$ cat src/rtl/turn_signal_monitor.sv
// Receive-side checker for the turn-signal lamp buses: decodes direction, sweeps and
// steady-on, flags protocol faults, and drives an active-low status digit.
`timescale 1ns/1ps

module turn_signal_monitor #(
    parameter int TIMEOUT_CYCLES = 100000000,
    parameter int STEADY_CYCLES  = 50000000,
    parameter int CNT_W          = 32
) (
    input  logic       clk,
    input  logic       rst,
    input  logic [2:0] leftLights,
    input  logic [2:0] rightLights,
    output logic [1:0] active_dir,
    output logic [3:0] sweep_count,
    output logic       steady,
    output logic       fault,
    output logic [1:0] fault_code,
    output logic [6:0] hex
);

    typedef enum logic [2:0] {
        S_IDLE,
        S_RUN_L,
        S_RUN_R,
        S_STEADY_L,
        S_STEADY_R,
        S_FAULT
    } state_t;

    localparam logic [CNT_W-1:0] TIMEOUT_C = CNT_W'(TIMEOUT_CYCLES);
    localparam logic [CNT_W-1:0] STEADY_C  = CNT_W'(STEADY_CYCLES - 1);

    localparam logic [6:0] HEX_BLANK = 7'b1111111;
    localparam logic [6:0] HEX_L     = 7'b1000111;
    localparam logic [6:0] HEX_R     = 7'b0101111;
    localparam logic [6:0] HEX_E     = 7'b0000110;

    localparam logic [1:0] CODE_NONE  = 2'b00;
    localparam logic [1:0] CODE_BOTH  = 2'b01;
    localparam logic [1:0] CODE_STEP  = 2'b10;
    localparam logic [1:0] CODE_STALL = 2'b11;

    function automatic logic pat_ok(input logic [2:0] p);
        return (p == 3'b000) || (p == 3'b001) || (p == 3'b011) || (p == 3'b111);
    endfunction

    function automatic logic step_ok(input logic [2:0] p, input logic [2:0] s);
        case ({p, s})
            6'b000_001, 6'b001_011, 6'b011_111,
            6'b111_000, 6'b001_000, 6'b011_000: return 1'b1;
            default:                            return p == s;
        endcase
    endfunction

    logic [2:0]       r_l_s, r_r_s, r_l_p, r_r_p;
    logic [CNT_W-1:0] r_stable_cnt;
    state_t           r_state;
    logic [3:0]       r_sweep;
    logic [1:0]       r_code;
    logic [1:0]       r_active_dir;
    logic             r_steady;
    logic             r_fault;
    logic [6:0]       r_hex;

    logic             w_changed;
    logic             w_left_side;
    logic [2:0]       w_act_s, w_act_p, w_oth_s;
    state_t           w_nxt_state;
    logic [3:0]       w_nxt_sweep;
    logic [1:0]       w_nxt_code;
    logic [1:0]       w_nxt_dir;
    logic             w_nxt_steady;
    logic             w_nxt_fault;
    logic [6:0]       w_nxt_hex;

    assign w_changed   = {r_l_s, r_r_s} != {r_l_p, r_r_p};
    assign w_left_side = (r_state == S_RUN_L) || (r_state == S_STEADY_L);
    assign w_act_s     = w_left_side ? r_l_s : r_r_s;
    assign w_act_p     = w_left_side ? r_l_p : r_r_p;
    assign w_oth_s     = w_left_side ? r_r_s : r_l_s;

    // Sample stage: stable_cnt counts cycles the registered pair has matched its predecessor.
    always_ff @(posedge clk or negedge rst) begin
        if (!rst) begin
            r_l_s        <= '0;
            r_r_s        <= '0;
            r_l_p        <= '0;
            r_r_p        <= '0;
            r_stable_cnt <= '0;
        end else begin
            // NOTE: non-blocking so r_l_p takes the old r_l_s, forming a true two-stage history.
            r_l_s <= leftLights;
            r_r_s <= rightLights;
            r_l_p <= r_l_s;
            r_r_p <= r_r_s;
            if (w_changed)
                r_stable_cnt <= '0;
            else if (r_stable_cnt != '1)
                r_stable_cnt <= r_stable_cnt + 1'b1;
        end
    end

    always_comb begin
        // NOTE: every output of this block gets a default first so no path can infer a latch.
        w_nxt_state = r_state;
        w_nxt_sweep = r_sweep;
        w_nxt_code  = r_code;

        case (r_state)
            S_IDLE: begin
                if (r_l_s != 3'b000 && r_r_s != 3'b000) begin
                    w_nxt_state = S_FAULT;
                    w_nxt_code  = CODE_BOTH;
                end else if (r_l_s == 3'b001 && r_r_s == 3'b000) begin
                    w_nxt_state = S_RUN_L;
                    w_nxt_sweep = '0;
                end else if (r_r_s == 3'b001 && r_l_s == 3'b000) begin
                    w_nxt_state = S_RUN_R;
                    w_nxt_sweep = '0;
                end else if (r_l_s != 3'b000 || r_r_s != 3'b000) begin
                    w_nxt_state = S_FAULT;
                    w_nxt_code  = CODE_STEP;
                end
            end

            S_RUN_L, S_RUN_R: begin
                if (w_oth_s != 3'b000) begin
                    w_nxt_state = S_FAULT;
                    w_nxt_code  = CODE_BOTH;
                end else if (!pat_ok(w_act_s) || !step_ok(w_act_p, w_act_s)) begin
                    w_nxt_state = S_FAULT;
                    w_nxt_code  = CODE_STEP;
                end else if (w_act_p == 3'b111 && w_act_s == 3'b000) begin
                    if (r_sweep != 4'hF)
                        w_nxt_sweep = r_sweep + 4'd1;
                end else if (w_act_s == 3'b000 && w_act_p != 3'b000) begin
                    w_nxt_state = S_IDLE;
                end else if (!w_changed) begin
                    // Timers only apply once the bus has held still.
                    if ((w_act_s == 3'b001 || w_act_s == 3'b011) && r_stable_cnt >= TIMEOUT_C) begin
                        w_nxt_state = S_FAULT;
                        w_nxt_code  = CODE_STALL;
                    end else if (w_act_s == 3'b000 && r_stable_cnt >= TIMEOUT_C) begin
                        w_nxt_state = S_IDLE;
                    end else if (w_act_s == 3'b111 && r_stable_cnt >= STEADY_C) begin
                        w_nxt_state = w_left_side ? S_STEADY_L : S_STEADY_R;
                    end
                end
            end

            S_STEADY_L, S_STEADY_R: begin
                if (w_oth_s != 3'b000) begin
                    w_nxt_state = S_FAULT;
                    w_nxt_code  = CODE_BOTH;
                end else if (w_act_p == 3'b111 && w_act_s == 3'b000) begin
                    w_nxt_state = S_IDLE;
                end else if (w_act_s != w_act_p) begin
                    w_nxt_state = S_FAULT;
                    w_nxt_code  = CODE_STEP;
                end
            end

            S_FAULT: begin
                if (r_l_s == 3'b000 && r_r_s == 3'b000 && !w_changed && r_stable_cnt >= TIMEOUT_C)
                    w_nxt_state = S_IDLE;
            end

            default: w_nxt_state = S_IDLE;
        endcase

        if (w_nxt_state == S_IDLE) begin
            w_nxt_sweep = '0;
            w_nxt_code  = CODE_NONE;
        end

        w_nxt_dir    = 2'b00;
        w_nxt_steady = 1'b0;
        w_nxt_fault  = 1'b0;
        w_nxt_hex    = HEX_BLANK;
        case (w_nxt_state)
            S_RUN_L:    begin w_nxt_dir = 2'b01; w_nxt_hex = HEX_L; end
            S_RUN_R:    begin w_nxt_dir = 2'b10; w_nxt_hex = HEX_R; end
            S_STEADY_L: begin w_nxt_dir = 2'b01; w_nxt_hex = HEX_L; w_nxt_steady = 1'b1; end
            S_STEADY_R: begin w_nxt_dir = 2'b10; w_nxt_hex = HEX_R; w_nxt_steady = 1'b1; end
            S_FAULT:    begin w_nxt_dir = 2'b11; w_nxt_hex = HEX_E; w_nxt_fault  = 1'b1; end
            default:    ;
        endcase
    end

    always_ff @(posedge clk or negedge rst) begin
        if (!rst) begin
            r_state      <= S_IDLE;
            r_sweep      <= '0;
            r_code       <= CODE_NONE;
            r_active_dir <= 2'b00;
            r_steady     <= 1'b0;
            r_fault      <= 1'b0;
            r_hex        <= HEX_BLANK;
        end else begin
            r_state      <= w_nxt_state;
            r_sweep      <= w_nxt_sweep;
            r_code       <= w_nxt_code;
            r_active_dir <= w_nxt_dir;
            r_steady     <= w_nxt_steady;
            r_fault      <= w_nxt_fault;
            r_hex        <= w_nxt_hex;
        end
    end

    assign active_dir  = r_active_dir;
    assign sweep_count = r_sweep;
    assign steady      = r_steady;
    assign fault       = r_fault;
    assign fault_code  = r_code;
    assign hex         = r_hex;

endmodule
$ cat config.mk
export PLATFORM = sky130hd
export DESIGN_NAME = turn_signal_monitor
export DESIGN_NICKNAME = d
export VERILOG_FILES = /design/src/rtl/turn_signal_monitor.sv
export SDC_FILE = /design/constraint.sdc
export NUM_CORES = 1
export LEC_CHECK = 0
export CAP_MARGIN = 20
export CELL_PAD_IN_SITES_DETAIL_PLACEMENT = 1
export CELL_PAD_IN_SITES_GLOBAL_PLACEMENT = 1
export CORE_UTILIZATION = 45
export CTS_CLUSTER_DIAMETER = 80
export DETAILED_ROUTE_END_ITERATION = 10
export PLACE_DENSITY = 0.83
export SETUP_SLACK_MARGIN = 0.4
export SLEW_MARGIN = 20
export SYNTH_ARGS = -nofsm -noshare
export SYNTH_HDL_FRONTEND = slang
export SYNTH_SLANG_ARGS = --single-unit
$ cat constraint.sdc
create_clock -name clk -period 2.8 [get_ports clk]
set_input_delay 0.42 -clock clk [delete_from_list [all_inputs] [get_ports clk]]
set_output_delay 0.42 -clock clk [all_outputs]
set_load 0.005 [all_outputs]
==> metrics.md <==
| Metric | Value |
|---|---|
| Result of the run | complete, no violations |
| Clock Sink Count | 61 |
| Proportion of netlist area held by the largest area contributor | 0.397 |
| Leading cell type in the layout, fill and taps excluded | sky130_fd_sc_hd__buf_4 |
| Die outline area | 8340 sq um |
| Endpoint class of the critical path | flip-flop |
| Initial core utilization | 0.465 |
| Global-route usage over all layers | 0.324 |
| Share of power burned in combinational logic | 0.348 |
| Global Route met2 Usage | 0.527 |
| Maximum buffer depth of the clock tree | 2 |
| Leakage | 1.99 nW |
| Syn_area_per_cell | 9.35 sq um |
| P per Cell Area | 620 nW/um^2 |
| Cells traversed along the worst timing path | nand2b_4 > buf_4 > mux2i_1 > o21ai_2 > o2bb2ai_2 > a2111oi_4 > o221ai_2 > buf_4 > nor4_4 > buf_6 > a21oi_2 |
| Post-synthesis instance area | 3590 sq um |
| Vias in the first global route | 3,726 |
| Layer with the highest usage after global routing | met2 |
| Vias/cell | 6.56 |
| Slew at the pin closest to its max-slew limit | 0.695 ns |
| Worst rel slew slack | 0.537 |
| Layout net count | 474 |
| Count of fill cells added during filler insertion | 825 |
| Cell seen most often among critical-path stages | sky130_fd_sc_hd__buf_4 |
| Clock-pin transition on the worst setup and hold timing paths | 0.08 ns |
| Clock share of power | 0.326 |
| Gate count after technology mapping | 384 |
| Master cell of the clock root buffer | sky130_fd_sc_hd__clkbuf_8 |
| Flip-flop cell with the highest count after synthesis | sky130_fd_sc_hd__dfrtp_1 |
| Detailed placer's ending HPWL | 6.86 mm |
| Most frequent cells in the layout | 55 x sky130_fd_sc_hd__buf_4, 46 x sky130_fd_sc_hd__nor2_1, 45 x sky130_fd_sc_hd__dfrtp_1 |
| Sequential element share of the synthesized area | 0.427 |
| Ratio of cells with drive above 1 in the final layout | 0.380 |
| # hold bufs at CTS | 0 |
| Core area | 7730 sq um |
| Area of the multi-input gates | 2270 sq um |
| Hold Crit Class | input pin to async pin |
| I/O Pins | 25 |
| Global Route met1 Usage | 0.394 |
| Number of flops mapped to enable cells by yosys | 0 |
| Max FO, Critical Path | 8 |
| Area leader, netlist | sky130_fd_sc_hd__dfrtp_1 |
| Post-layout instance area | 5010 sq um |
| Peak clock frequency supported by timing | 358 MHz |
| Synthesis-stage register bit count | 61 |
| TritonCTS buffer count | 9 |
| IO buf count | 22 |
| Clock latency of the later-clocked register in the worst-skew pair | 0.37 ns |
| DRT iter0 DRCs | 339 |
| Maximum level of the CTS H-tree | 3 |
| Maximum number of pins on one net before global-route repair | 37 |
| Switching share of total power | 0.328 |
| Worst ir drop on vdd | 0.406 mV |
| Sequential share of power | 0.326 |
| Kind of start point of the critical path | flip-flop |
| Crit path max-delay family | compound AO/OA/AOI/OAI gates |
| Total congestion overflow after global routing | 0 |
| Startpoint-to-endpoint class of the critical path | flip-flop to flip-flop |
| Placed instance count | 505 |
| Cell Int Power | 2.09 mW |
| Net switching power of the design | 1.02 mW |
| Setup repair after global routing missed its margin | true |
| Part of the cycle the worst path needs | 0.998 |
| Relative area change from synthesis to final layout | 39.5% |
| Fraction of registers with async set or reset after synthesis | 1.00 |
| Die Span X | 91.3 um |
| Number of detailed-routing iterations run before antenna repair | 5 |
| FF+latch area | 1550 sq um |
| Clock tree from TritonCTS | yes |
| Total count of max-transition violations in the final report | 0 |
| Core utilization of the finished layout | 0.648 |
| Final worst path period need | 2.79 ns |
| Number of standard cells in the final layout excluding fillers | 570 |
| Placed cell area | 4000 sq um |
| First-pass GRT wire length | 20.3 mm |
| Final wirelength | 15.1 mm |
| Final RePlAce weighted congestion | 0.949 |
| Routing usage on met3 | 0.0704 |
| Sum of buffers and inverters on the critical path | 3 |
| Setup TNS | 0 ns |
| Antenna-violating nets left | 0 |
| Number of inserted diodes | 0 |
| Number of antenna violations at the first check in global routing | 0 |
| Final-report setup violation count | 0 |
| Layout Skew | 0.0171 ns |
| YS warnings | 0 |
| Critical path's slowest cell | sky130_fd_sc_hd__dfrtp_2 |
| Max-capacitance violation count | 0 |
| Floorplan die height | 91.3 um |
| Post-synthesis cell type count | 64 |
| Endpoint arrival time on the critical path | 3.04 ns |
| Delay of the slowest cell on the worst path | 0.46 ns |
| Final hold violations | 0 |
| Cells taking the most area after synthesis | sky130_fd_sc_hd__dfrtp_1 40%, sky130_fd_sc_hd__xor2_1 7.3%, sky130_fd_sc_hd__nor2_1 5.9% |
| Required time worst endpoint | 3.05 ns |
| DRC violations left | 0 |
| Routed wire length per instance | 26.5 um |
| Vias | 3,740 |
| Cell Rows | 32 |
## cell usage after synthesis (all sizes together) (5+ instances only)
cell / instances
nor2: 56
or3: 5
nand4: 17
nand3: 20
o21ai: 8
inv: 7
and2: 5
nor3: 10
clkbuf: 13
a21oi: 17
nand2: 32
and3: 9
xor2: 30
buf: 11
xnor2: 9
mux2i: 10
nor4: 6
dfrtp: 57
## final timing paths
check | depth (start not counted) | startpoint | slack [ns] | end
max | 11 | r_state[0] | 0.007 | sweep_count[3]
min | 1 | rst | 0.09 | r_stable_cnt[16]
max reg2reg | 11 | r_state[0] | 0.007 | sweep_count[3]
min reg2reg | 0 | r_l_s[2] | 0.52 | r_l_p[2]
max in group asynchronous | 2 | rst | 2.01 | hex[4]
min in group clk | 1 | leftLights[1] | 0.49 | r_l_s[1]
## routing by layer
| layer | wire (um) | share of wire |
|---|---|---|
| met2 | 7390 | 0.49 |
| met3 | 979 | 0.065 |
| met5 | 0 | 0 |
| met4 | 957 | 0.063 |
| met1 | 5790 | 0.38 |
## cell families (layout without fill, tap and decap cells)
logic type                 after synthesis  count (layout)  share of synthesized area
buffers and inverters                   32             115                     0.0443
muxes                                   13              13                     0.0439
xor gates and xnor gates                39              39                     0.0952
AOI/OAI and AO/OA                       55              55                      0.112
other                                    1               2                    0.00104
adders and majority gates                3               3                     0.0105
and+or+nand+nor                        180             180                      0.266
DFF                                     61              61                      0.427
## cell type report
cell class | count | share of cell area
clock buffer | 12 | 0.0290
clock inverter | 4 | 0.0190
inverter | 8 | 0.00600
multi-input combinational | 292 | 0.452
sequential | 61 | 0.309
tap | 102 | 0.0255
timing repair buffer | 91 | 0.159
## what timing repair did
item | in CTS | in global routing
setup buffers | 33 | 16
gates resized for setup | 48 | 52
setup endpoints to repair | 30 | 37
pin swaps | 14 | 29
## flip-flops by register name, summed over array words and instances (netlist names)
name	count
r_stable_cnt	32
hex	4
r_state	3
r_l_s	3
r_r_s	3
sweep_count	4
r_r_p	3
steady	1
active_dir	2
fault	1
r_l_p	3
fault_code	2
## per-stage QoR
step           power [mW]  hold slack, ns  setup slack, ns
4_1_cts              2.90          0.0950            0.290
2_1_floorplan        1.48           0.124            0.268
3_3_place_gp         1.71           0.475            0.115
3_5_place_dp         1.74           0.473          0.00298
6_report             3.11          0.0919          0.00664
5_1_grt              3.19           0.123          -0.0990
## power groups by stage
stage               Clock, mW  Combinational [mW]  Sequential, mW
detailed placement          0               0.721            1.02
CTS                     0.992               0.903            1.00
floorplan                   0               0.473            1.01
global placement            0               0.698            1.01
finish                   1.01                1.08            1.01
global route             1.05                1.13            1.02
No activity file was read; power rests on OpenSTA's default activity.
